`config.mk`:
```
export PLATFORM = sky130hd
export DESIGN_NAME = acslip_sample_adjust
export DESIGN_NICKNAME = d
export VERILOG_FILES = /design/src/rtl/acslip_pkg.sv /design/src/rtl/sat_cnt16.sv /design/src/rtl/acslip_sample_adjust.sv
export SDC_FILE = /design/constraint.sdc
export NUM_CORES = 1
export LEC_CHECK = 0
export ABC_AREA = 1
export CORE_MARGIN = 1
export CORE_UTILIZATION = 60
export CTS_CLUSTER_SIZE = 30
export DETAILED_ROUTE_END_ITERATION = 8
export GPL_TIMING_DRIVEN = 0
export HOLD_SLACK_MARGIN = 0.06
export PLACE_DENSITY = 0.85
export SYNTH_ARGS = -nofsm -noshare
export SYNTH_HDL_FRONTEND = slang
export SYNTH_SLANG_ARGS = --single-unit
```
`constraint.sdc`:
```
create_clock -name wbs_clk_i -period 7.9 [get_ports wbs_clk_i]
set_input_delay 1.185 -clock wbs_clk_i [delete_from_list [all_inputs] [get_ports wbs_clk_i]]
set_output_delay 1.185 -clock wbs_clk_i [all_outputs]
set_load 0.005 [all_outputs]
```
`src/rtl/acslip_pkg.sv`:
```
// ----------------------------------------------------------------------------
// acslip_pkg
// Shared types and constants for the ACSLIP sample adjuster:
//   adj_state_e          : sample adjuster FSM states
//   ACSLIP_THRESH_DEF    : default residual-slip threshold for a correction
//   ACSLIP_HOLDOFF_DEF   : default number of plain samples between corrections
//   STAT_W               : width of the insert/drop status counters
// ----------------------------------------------------------------------------
package acslip_pkg;

   typedef enum logic {
      S_PASS = 1'b0,
      S_DUP  = 1'b1
   } adj_state_e;

   localparam int unsigned ACSLIP_THRESH_DEF  = 2;
   localparam int unsigned ACSLIP_HOLDOFF_DEF = 4;
   localparam int unsigned STAT_W             = 16;

endpackage : acslip_pkg

```
`src/rtl/sat_cnt16.sv`:
```
// ----------------------------------------------------------------------------
// sat_cnt16
// 16-bit up counter that sticks at all-ones; synchronous clear wins over inc.
// Ports:
//   clk_i   : clock
//   rst_n_i : asynchronous active-low reset
//   clr_i   : synchronous clear
//   inc_i   : increment request (ignored once saturated)
//   cnt_o   : registered count
// ----------------------------------------------------------------------------
module sat_cnt16
   import acslip_pkg::*;
(
   input  logic              clk_i,
   input  logic              rst_n_i,
   input  logic              clr_i,
   input  logic              inc_i,
   output logic [STAT_W-1:0] cnt_o
);

   logic [STAT_W-1:0] cnt_q;
   logic [STAT_W-1:0] cnt_d;

   // Next count: clear first, otherwise increment until saturated
   always_comb begin
      cnt_d = cnt_q;
      if (clr_i) begin
         cnt_d = '0;
      end else if (inc_i && (cnt_q != '1)) begin
         cnt_d = cnt_q + STAT_W'(1);
      end
   end

   always_ff @(posedge clk_i or negedge rst_n_i) begin
      if (!rst_n_i) begin
         cnt_q <= '0;
      end else begin
         cnt_q <= cnt_d;
      end
   end

   assign cnt_o = cnt_q;

endmodule : sat_cnt16

```
`src/rtl/acslip_sample_adjust.sv`:
```
// ----------------------------------------------------------------------------
// acslip_sample_adjust
// Sits in the 16 kHz mic sample stream between the decimator and the I2S TX
// FIFO. Compares the FLL slip count against the corrections already applied
// and duplicates one sample (I2S side ahead) or drops one sample (I2S side
// behind) to keep the two clock domains aligned.
//
// Build option: define ACSLIP_ADJ_STATUS_EN to get live saturating
// insert/drop counters; otherwise ins_cnt_o/drop_cnt_o read 16'h0000.
//
// Ports:
//   wbs_clk_i, wbs_rst_n_i : clock, asynchronous active-low reset
//   adj_en_i               : correction enable (low = pure pass-through)
//   acslip_reg_i           : signed slip count from the slip counter
//   acslip_reg_rst_i       : slip counter clear pulse, zeroes corr
//   in_dat_i/in_vld_i/in_rdy_o    : upstream sample handshake
//   out_dat_o/out_vld_o/out_rdy_i : downstream sample handshake (registered)
//   ins_cnt_o, drop_cnt_o  : saturating status counters
// ----------------------------------------------------------------------------
module acslip_sample_adjust
   import acslip_pkg::*;
#(
   parameter int unsigned ACSLIP_REG_WIDTH = 32,
   parameter int unsigned DATA_WIDTH       = 16,
   parameter int unsigned THRESH           = ACSLIP_THRESH_DEF,
   parameter int unsigned HOLDOFF          = ACSLIP_HOLDOFF_DEF
) (
   input  logic                        wbs_clk_i,
   input  logic                        wbs_rst_n_i,
   input  logic                        adj_en_i,
   input  logic [ACSLIP_REG_WIDTH-1:0] acslip_reg_i,
   input  logic                        acslip_reg_rst_i,
   input  logic [DATA_WIDTH-1:0]       in_dat_i,
   input  logic                        in_vld_i,
   output logic                        in_rdy_o,
   output logic [DATA_WIDTH-1:0]       out_dat_o,
   output logic                        out_vld_o,
   input  logic                        out_rdy_i,
   output logic [STAT_W-1:0]           ins_cnt_o,
   output logic [STAT_W-1:0]           drop_cnt_o
);

   localparam int unsigned AW     = ACSLIP_REG_WIDTH;
   localparam int unsigned HOLD_W = (HOLDOFF < 1) ? 1 : $clog2(HOLDOFF + 1);

   localparam logic signed [AW-1:0] THR_P = AW'(THRESH);
   localparam logic signed [AW-1:0] THR_N = -THR_P;
   localparam logic signed [AW-1:0] ONE_S = AW'(1);

   adj_state_e               state_q, state_d;
   logic [DATA_WIDTH-1:0]    out_dat_q, out_dat_d;
   logic                     out_vld_q, out_vld_d;
   logic signed [AW-1:0]     corr_q, corr_d;
   logic [HOLD_W-1:0]        hold_q, hold_d;
   logic signed [AW-1:0]     acslip_q;

   logic signed [AW-1:0]     err_c;
   logic                     ins_req_c;
   logic                     drop_req_c;
   logic                     out_hs_c;
   logic                     in_acc_c;
   logic                     in_rdy_c;
   logic                     ins_evt_c;
   logic                     drop_evt_c;

   // Residual slip not yet corrected; wraps modulo 2^AW, read as signed
   assign err_c      = acslip_q - corr_q;
   assign ins_req_c  = adj_en_i & (err_c >= THR_P) & (hold_q == '0);
   assign drop_req_c = adj_en_i & (err_c <= THR_N) & (hold_q == '0);
   assign out_hs_c   = out_vld_q & out_rdy_i;

   // Next-state and datapath decisions
   always_comb begin
      state_d    = state_q;
      out_dat_d  = out_dat_q;
      out_vld_d  = out_vld_q;
      corr_d     = corr_q;
      hold_d     = hold_q;
      in_rdy_c   = 1'b0;
      in_acc_c   = 1'b0;
      ins_evt_c  = 1'b0;
      drop_evt_c = 1'b0;

      unique case (state_q)
         S_PASS: begin
            in_rdy_c = ~out_vld_q | out_rdy_i;
            in_acc_c = in_vld_i & in_rdy_c;
            if (in_acc_c && drop_req_c) begin
               // Discard the sample; the output slot is empty or draining now
               out_vld_d  = 1'b0;
               corr_d     = corr_q - ONE_S;
               drop_evt_c = 1'b1;
               hold_d     = HOLD_W'(HOLDOFF);
            end else if (in_acc_c) begin
               out_dat_d = in_dat_i;
               out_vld_d = 1'b1;
               if (hold_q != '0) begin
                  hold_d = hold_q - HOLD_W'(1);
               end
            end else if (out_hs_c) begin
               // Insert only on a handshake with no concurrent load
               if (ins_req_c) begin
                  state_d   = S_DUP;
                  out_vld_d = 1'b1;
               end else begin
                  out_vld_d = 1'b0;
               end
            end
         end

         S_DUP: begin
            out_vld_d = 1'b1;
            if (out_rdy_i) begin
               corr_d    = corr_q + ONE_S;
               ins_evt_c = 1'b1;
               hold_d    = HOLD_W'(HOLDOFF);
               out_vld_d = 1'b0;
               state_d   = S_PASS;
            end
         end

         default: begin
            state_d   = S_PASS;
            out_vld_d = 1'b0;
         end
      endcase

      // Counter clear or disable overrides any same-cycle +/-1
      if (acslip_reg_rst_i || !adj_en_i) begin
         corr_d = '0;
      end
   end

   // State and datapath registers
   always_ff @(posedge wbs_clk_i or negedge wbs_rst_n_i) begin
      if (!wbs_rst_n_i) begin
         state_q   <= S_PASS;
         out_dat_q <= '0;
         out_vld_q <= 1'b0;
         corr_q    <= '0;
         hold_q    <= '0;
         acslip_q  <= '0;
      end else begin
         state_q   <= state_d;
         out_dat_q <= out_dat_d;
         out_vld_q <= out_vld_d;
         corr_q    <= corr_d;
         hold_q    <= hold_d;
         acslip_q  <= acslip_reg_i;
      end
   end

   assign in_rdy_o  = in_rdy_c;
   assign out_dat_o = out_dat_q;
   assign out_vld_o = out_vld_q;

`ifdef ACSLIP_ADJ_STATUS_EN
   // Firmware-visible insert/drop counters, cleared only by reset
   sat_cnt16 u_ins_cnt (
      .clk_i   (wbs_clk_i),
      .rst_n_i (wbs_rst_n_i),
      .clr_i   (1'b0),
      .inc_i   (ins_evt_c),
      .cnt_o   (ins_cnt_o)
   );

   sat_cnt16 u_drop_cnt (
      .clk_i   (wbs_clk_i),
      .rst_n_i (wbs_rst_n_i),
      .clr_i   (1'b0),
      .inc_i   (drop_evt_c),
      .cnt_o   (drop_cnt_o)
   );
`else
   logic unused_evt_c;
   assign unused_evt_c = ins_evt_c ^ drop_evt_c;
   assign ins_cnt_o    = '0;
   assign drop_cnt_o   = '0;
`endif

endmodule : acslip_sample_adjust

```
==> results of run 1 <==
## tightest hold or removal path: stages, from the launching register on
cell,delay [ps]
dfrtp_1,340
nand2_1,50
o21ai_1,60
## Yosys cell counts, types with 20 or more instances
cell / instances
inv_1: 182
a21oi_1: 69
nand4_1: 47
nor2_1: 87
nor3_1: 20
dfrtp_1: 85
nand3_1: 70
o21ai_0: 32
xor2_1: 21
buf_4: 32
nand2_1: 318
ha_1: 63
## worst paths after layout
check,start,slack [ps],end,cells after the start
max,state_q,3230,corr_q[30],15
min,out_dat_o[8],490,out_dat_o[8],2
max reg2reg,state_q,3230,corr_q[30],15
min reg2reg,out_dat_o[8],490,out_dat_o[8],2
max in group asynchronous,wbs_rst_n_i,6530,acslip_q[10],2
min in group asynchronous,wbs_rst_n_i,770,out_dat_o[9],1
## layout make-up
type	instances	area [sq um]	share of cell area
Clock inverter	5	83.8	0.00919
Sequential cell	85	2130	0.233
Multi-Input combinational cell	857	4660	0.512
Timing Repair Buffer	72	736	0.0807
Inverter	187	702	0.0770
Clock buffer	11	233	0.0255
Tap cell	172	215	0.0236
Buffer	50	358	0.0392
## cell families after synthesis
logic type | share of synthesized area
AOI/OAI and AO/OA | 0.105
xor gates and xnor gates | 0.0406
adders and majority gates | 0.107
buffers and inverters | 0.137
DFF | 0.275
other | 0.000485
and+or+nand+nor | 0.335
## per-layer routing
layer / wire length, microns / share of wire
met3: 952 / 0.047
met2: 9800 / 0.48
met1: 9170 / 0.45
met4: 476 / 0.023
met5: 0 / 0
## sequential cells by signal, indices dropped and copies added (netlist names)
signal and flops:
acslip_q 32, out_vld_o 1, out_dat_o 16, corr_q 32, state_q 1, hold_q 3
## report_power, final
| part | internal, mW | switching (mW) | total, mW |
|---|---|---|---|
| Sequential | 0.493 | 0.0385 | 0.532 |
| Clock | 0.278 | 0.169 | 0.447 |
| Combinational | 0.360 | 0.527 | 0.887 |
| Total | 1.13 | 0.735 | 1.87 |
==> flow_summary.toml, run 1 <==
[timing]
relSlewSlack = 0.162
fin_tns_setup_ps = 0
worst_hold_slack_ps = 493
rsz0062_at_grt = "no"
setup_ws_ps = 3230
post-route-min-period_ps = 4670
worst_slew_pin_slew_ps = 1250
slew_viol_final = 0
finalSetupViolCount = 0
fmax_mhz = 214
worst_clock_skew_ps = 10.8
finalHoldViolCount = 0
fin_crit_sh = 0.591

[global_route]
grt_use_met2 = 0.534
use_met3 = 0.0298
met1_usage = 0.435
antenna_found_initial = 0
grt.busiest_layer = "met2"
grt_pass1_vias = 7125
grt_usage = 0.320
grt_pass1_wl_microns = 33300
grt_max_degree = 58
overflow = 0

[critical_path]
cpLargestDelayFamily = "compound AO/OA/AOI/OAI gates"
critical_path_class = "reg -> reg"
slowest_delay_ps = 1060
setup.worst_path.start_class = "flip-flop"
critical-path-slowest-cell = "clkinv_1"
crit_path_frequent_cell = "nand2_1"
cp-end-kind = "flip-flop"
arrival_ps = 4900
crit_path_max_fanout = 37
crit_chain = "clkinv_1 -> ha_1 -> inv_1 -> nor3_1 -> a21oi_1 -> o21ai_0 -> a21oi_1 -> o21ai_0 -> nand3_1 -> nand2_1 -> nand2_1 -> nand2_1 -> inv_1 -> nand4_1 -> nand2_1"
path_buf_inv = 3
crit_required_ps = 8130

[die]
dieArea_sq_um = 13300
core_sq_um = 12600
row_count = 41
dieWidth_microns = 116
pin_count = 104
die_y_microns = 116
floorplan.initialDensity = 0.613

[synth]
synth_seq_cells = 85
synthesis.area_sq_um = 7730
async_reset_ff_frac = 1.00
synth_ff_type = "dfrtp_1"
yosys.area.top_type_share = 0.275
synth_enable_flop_cells = 0
postSynthCellCount = 1148
yosys.cell_types.count = 47
ys_top_cells_by_area = "dfrtp_1 27%, nand2_1 15%, ha_1 10%, inv_1 8.8%, nand3_1 4.5%"
avgSynthCellArea_sq_um = 6.74
synth_top_cell_by_area = "dfrtp_1"
synth-seq-area-share = 0.275
ys_warn_count = 0

[drt]
drtAntennaViolNets = 0
wl_microns = 20400
dr.first_iter.drc_count = 518
vias = 7616
vias_per_cell = 5.29
dr.pass1.iters = 5
avgRoutedWirePerCell_microns = 14.2
drc_errors = 0

[pwr]
power.total_mw = 1.87
power_density_nw_per_um2 = 205
vdd_drop_max_v = 0.000148
p_leak_nw = 4.92

[cells_and_area]
nFillCells = 1085
final_common_cell = "nand2_1"
n_antenna_cell = 0
fin_cells = 1439
final_nets = 1381
final_layout_size_suffix_gt1_frac = 0.0734
layout_common_cells = "318 x nand2_1, 182 x inv_1, 87 x nor2_1"
finalInstanceArea_sq_um = 9120
final_util = 0.723
area.growth.synth_to_final_pct = 17.9

[cts]
root_buffer = "clkbuf_16"
cts_tree = "yes"
ctsHoldBuffers = 0
post_cts_buffers = 0
numCtsBuffers = 9
clk_latency_ps = 340
cts_max_path_buffers = 2
clock_sinks = 85
h-tree-depth = 3
clkTransAtPathRegs_ps = 60
ctsResizeCount = 0

[placement]
place_hpwl_microns = 16400
placed_cell_area_sq_um = 8800
gp_congestion = 0.956
dp_cells = 1423
portBuffers = 71
dp_slack_ps = 3240

[run_status]
status = "finished clean"

[run]
cap_violations = 0

[hold_path]
min_path_type = "reg -> reg"
No activity file was read; power rests on OpenSTA's default activity.
==> run 2, diff against run 1 <==
--- a/config.mk
+++ b/config.mk
@@ -7,12 +7,12 @@
 export LEC_CHECK = 0
 export ABC_AREA = 1
 export CORE_MARGIN = 1
-export CORE_UTILIZATION = 60
+export CORE_UTILIZATION = 51
 export CTS_CLUSTER_SIZE = 30
 export DETAILED_ROUTE_END_ITERATION = 8
 export GPL_TIMING_DRIVEN = 0
 export HOLD_SLACK_MARGIN = 0.06
-export PLACE_DENSITY = 0.85
+export PLACE_DENSITY = 0.77
 export SYNTH_ARGS = -nofsm -noshare
 export SYNTH_HDL_FRONTEND = slang
 export SYNTH_SLANG_ARGS = --single-unit
==> constraint.sdc (replaced) <==
create_clock -name wbs_clk_i -period 4.1 [get_ports wbs_clk_i]
set_input_delay 0.615 -clock wbs_clk_i [delete_from_list [all_inputs] [get_ports wbs_clk_i]]
set_output_delay 0.615 -clock wbs_clk_i [all_outputs]
set_load 0.005 [all_outputs]
==> run 2 against run 1 <==
Setup slack worse by 2700 ps. Sequential share of layout area unchanged. Worst hold slack worse by 300 ps. Sequential cell count unchanged. Non-clock buffer count unchanged. Combinational power up 93%. Core utilization down 10 points. Sequential power up 92%. Count of clock-buffer cells in the layout down 1. Fmax up 32%.
==> flow_summary.toml, run 2 (same netlist as run 1, synthesis figures left out) <==
[run_status]
status = "finished clean"

[run]
cap_violations = 0

[drt]
dr_wl_met3_microns = 731
vias_per_cell = 5.14
wl_microns = 20000
dr.pass1.iters = 7
drtAntennaViolNets = 0
vias = 7465
routed.top_layer = "met4"
wl_met1_microns = 9390
dr.first_iter.drc_count = 414
drc_errors = 0
avgRoutedWirePerCell_microns = 13.8
dr_wl_met2_microns = 9320

[timing]
fin_crit_sh = 0.866
worst_slew_pin_slew_ps = 886
worst_hold_slack_ps = 196
relSlewSlack = 0.407
fmax_mhz = 282
finalHoldViolCount = 0
worst_clock_skew_ps = 13.2
finalSetupViolCount = 0
post-route-min-period_ps = 3550
fin_tns_setup_ps = 0
slew_viol_final = 0
setup_ws_ps = 548
rsz0062_at_grt = "no"

[global_route]
grt_max_degree = 59
antenna_found_initial = 0
grt_pass1_vias = 6943
grt_pass1_wl_microns = 33000
overflow = 0
grt_usage = 0.263

[placement]
placed_cell_area_sq_um = 8820
gp_congestion = 0.948
place_hpwl_microns = 16700
dp_slack_ps = -581
portBuffers = 71
dp_cells = 1435

[pwr]
swShare = 0.402
power_frac_seq = 0.288
p_int_mw = 2.12
power.switching_mw = 1.42
clkPwrFrac = 0.231
power_density_nw_per_um2 = 389
p_leak_nw = 4.92
vdd_drop_max_v = 0.000220
combinationalPowerShare = 0.481

[cells_and_area]
final_common_cell = "nand2_1"
final_layout_size_suffix_gt1_frac = 0.0750
fin_cells = 1451
area.growth.synth_to_final_pct = 17.9
layout_common_cells = "318 x nand2_1, 182 x inv_1, 87 x nor2_1"
final_nets = 1381
n_antenna_cell = 0
finalInstanceArea_sq_um = 9120

[critical_path]
critPathLaunch = "state_q"
reg2reg_from = "state_q"
setup.worst_path.start_class = "flip-flop"
arrival_ps = 3780
crit_path_max_fanout = 37
cp-end-kind = "flip-flop"
crit_required_ps = 4330
critical_path_class = "reg -> reg"

[hold_path]
min_path_type = "in -> async"

[die]
dieWidth_microns = 125
row_count = 44
pin_count = 104
core_sq_um = 14600
floorplan.initialDensity = 0.528
die_y_microns = 125
dieArea_sq_um = 15700

[cts]
cts_tree = "yes"
numCtsBuffers = 9
clock_sinks = 85
clk_latency_ps = 340
ctsHoldBuffers = 0
clkTransAtPathRegs_ps = 70
root_buffer = "clkbuf_16"
cts_max_path_buffers = 2
post_cts_buffers = 0
h-tree-depth = 3
[run 2: power by group through the flow]
stage	logic [mW]	registers [mW]	clock network, mW
floorplan	1.17	1.03	0
global placement	1.65	1.03	0
detailed placement	1.69	1.03	0
CTS	1.70	1.02	0.832
global route	1.92	1.03	0.870
finish	1.71	1.02	0.819
[run 2: path summary, 6_finish.rpt]
check	to	slack [ps]	cells past startpoint
setup / recovery	corr_q[30]	550	15
hold / removal	corr_q[6]	200	1
setup reg to reg	corr_q[30]	550	15
hold reg to reg	hold_q[1]	490	2
max in group asynchronous	acslip_q[26]	3290	2
min in group wbs_clk_i	hold_q[1]	490	2
[run 2: layout make-up]
cell class,instances,area (sq um)
fillers,1365,5530
multi-input cells,857,4660
flip-flops and latches,85,2130
repair buffers,72,736
inverters,187,704
plain buffers,50,358
well taps,184,230
clock buffers,10,229
clock inverters,6,70.1
[run 2: metal layers]
layer | track usage | up-vias
li1 | - | 3879
met2 | 0.442 | 156
met4 | 0.108 | 0
met5 | 0 | -
met3 | 0.0308 | 34
met1 | 0.344 | 3396
[run 2: per-stage QoR]
stage / utilization / total power, mW
3_3_place_gp: 0.600 / 2.68
3_5_place_dp: 0.602 / 2.73
5_1_grt: 0.623 / 3.82
6_report: 0.623 / 3.55
4_1_cts: 0.623 / 3.55
2_1_floorplan: - / 2.20
[run 2: repair_timing]
action                                  CTS  global route
gates resized for setup                   1             1
hold endpoints to repair                  0             0
endpoints found under the setup margin   17             4
[run 2: worst max-delay path: stages, from the launching register on]
cell     delay (ps)
dfrtp_1         590
inv_4           290
ha_1            440
inv_1            80
nor3_1          190
a21oi_1         170
o21ai_0         460
a21oi_1         220
o21ai_0         400
nand3_1         190
nand2_1         100
nand2_1          50
nand2_1          50
inv_1            50
nand4_1          80
nand2_1          70
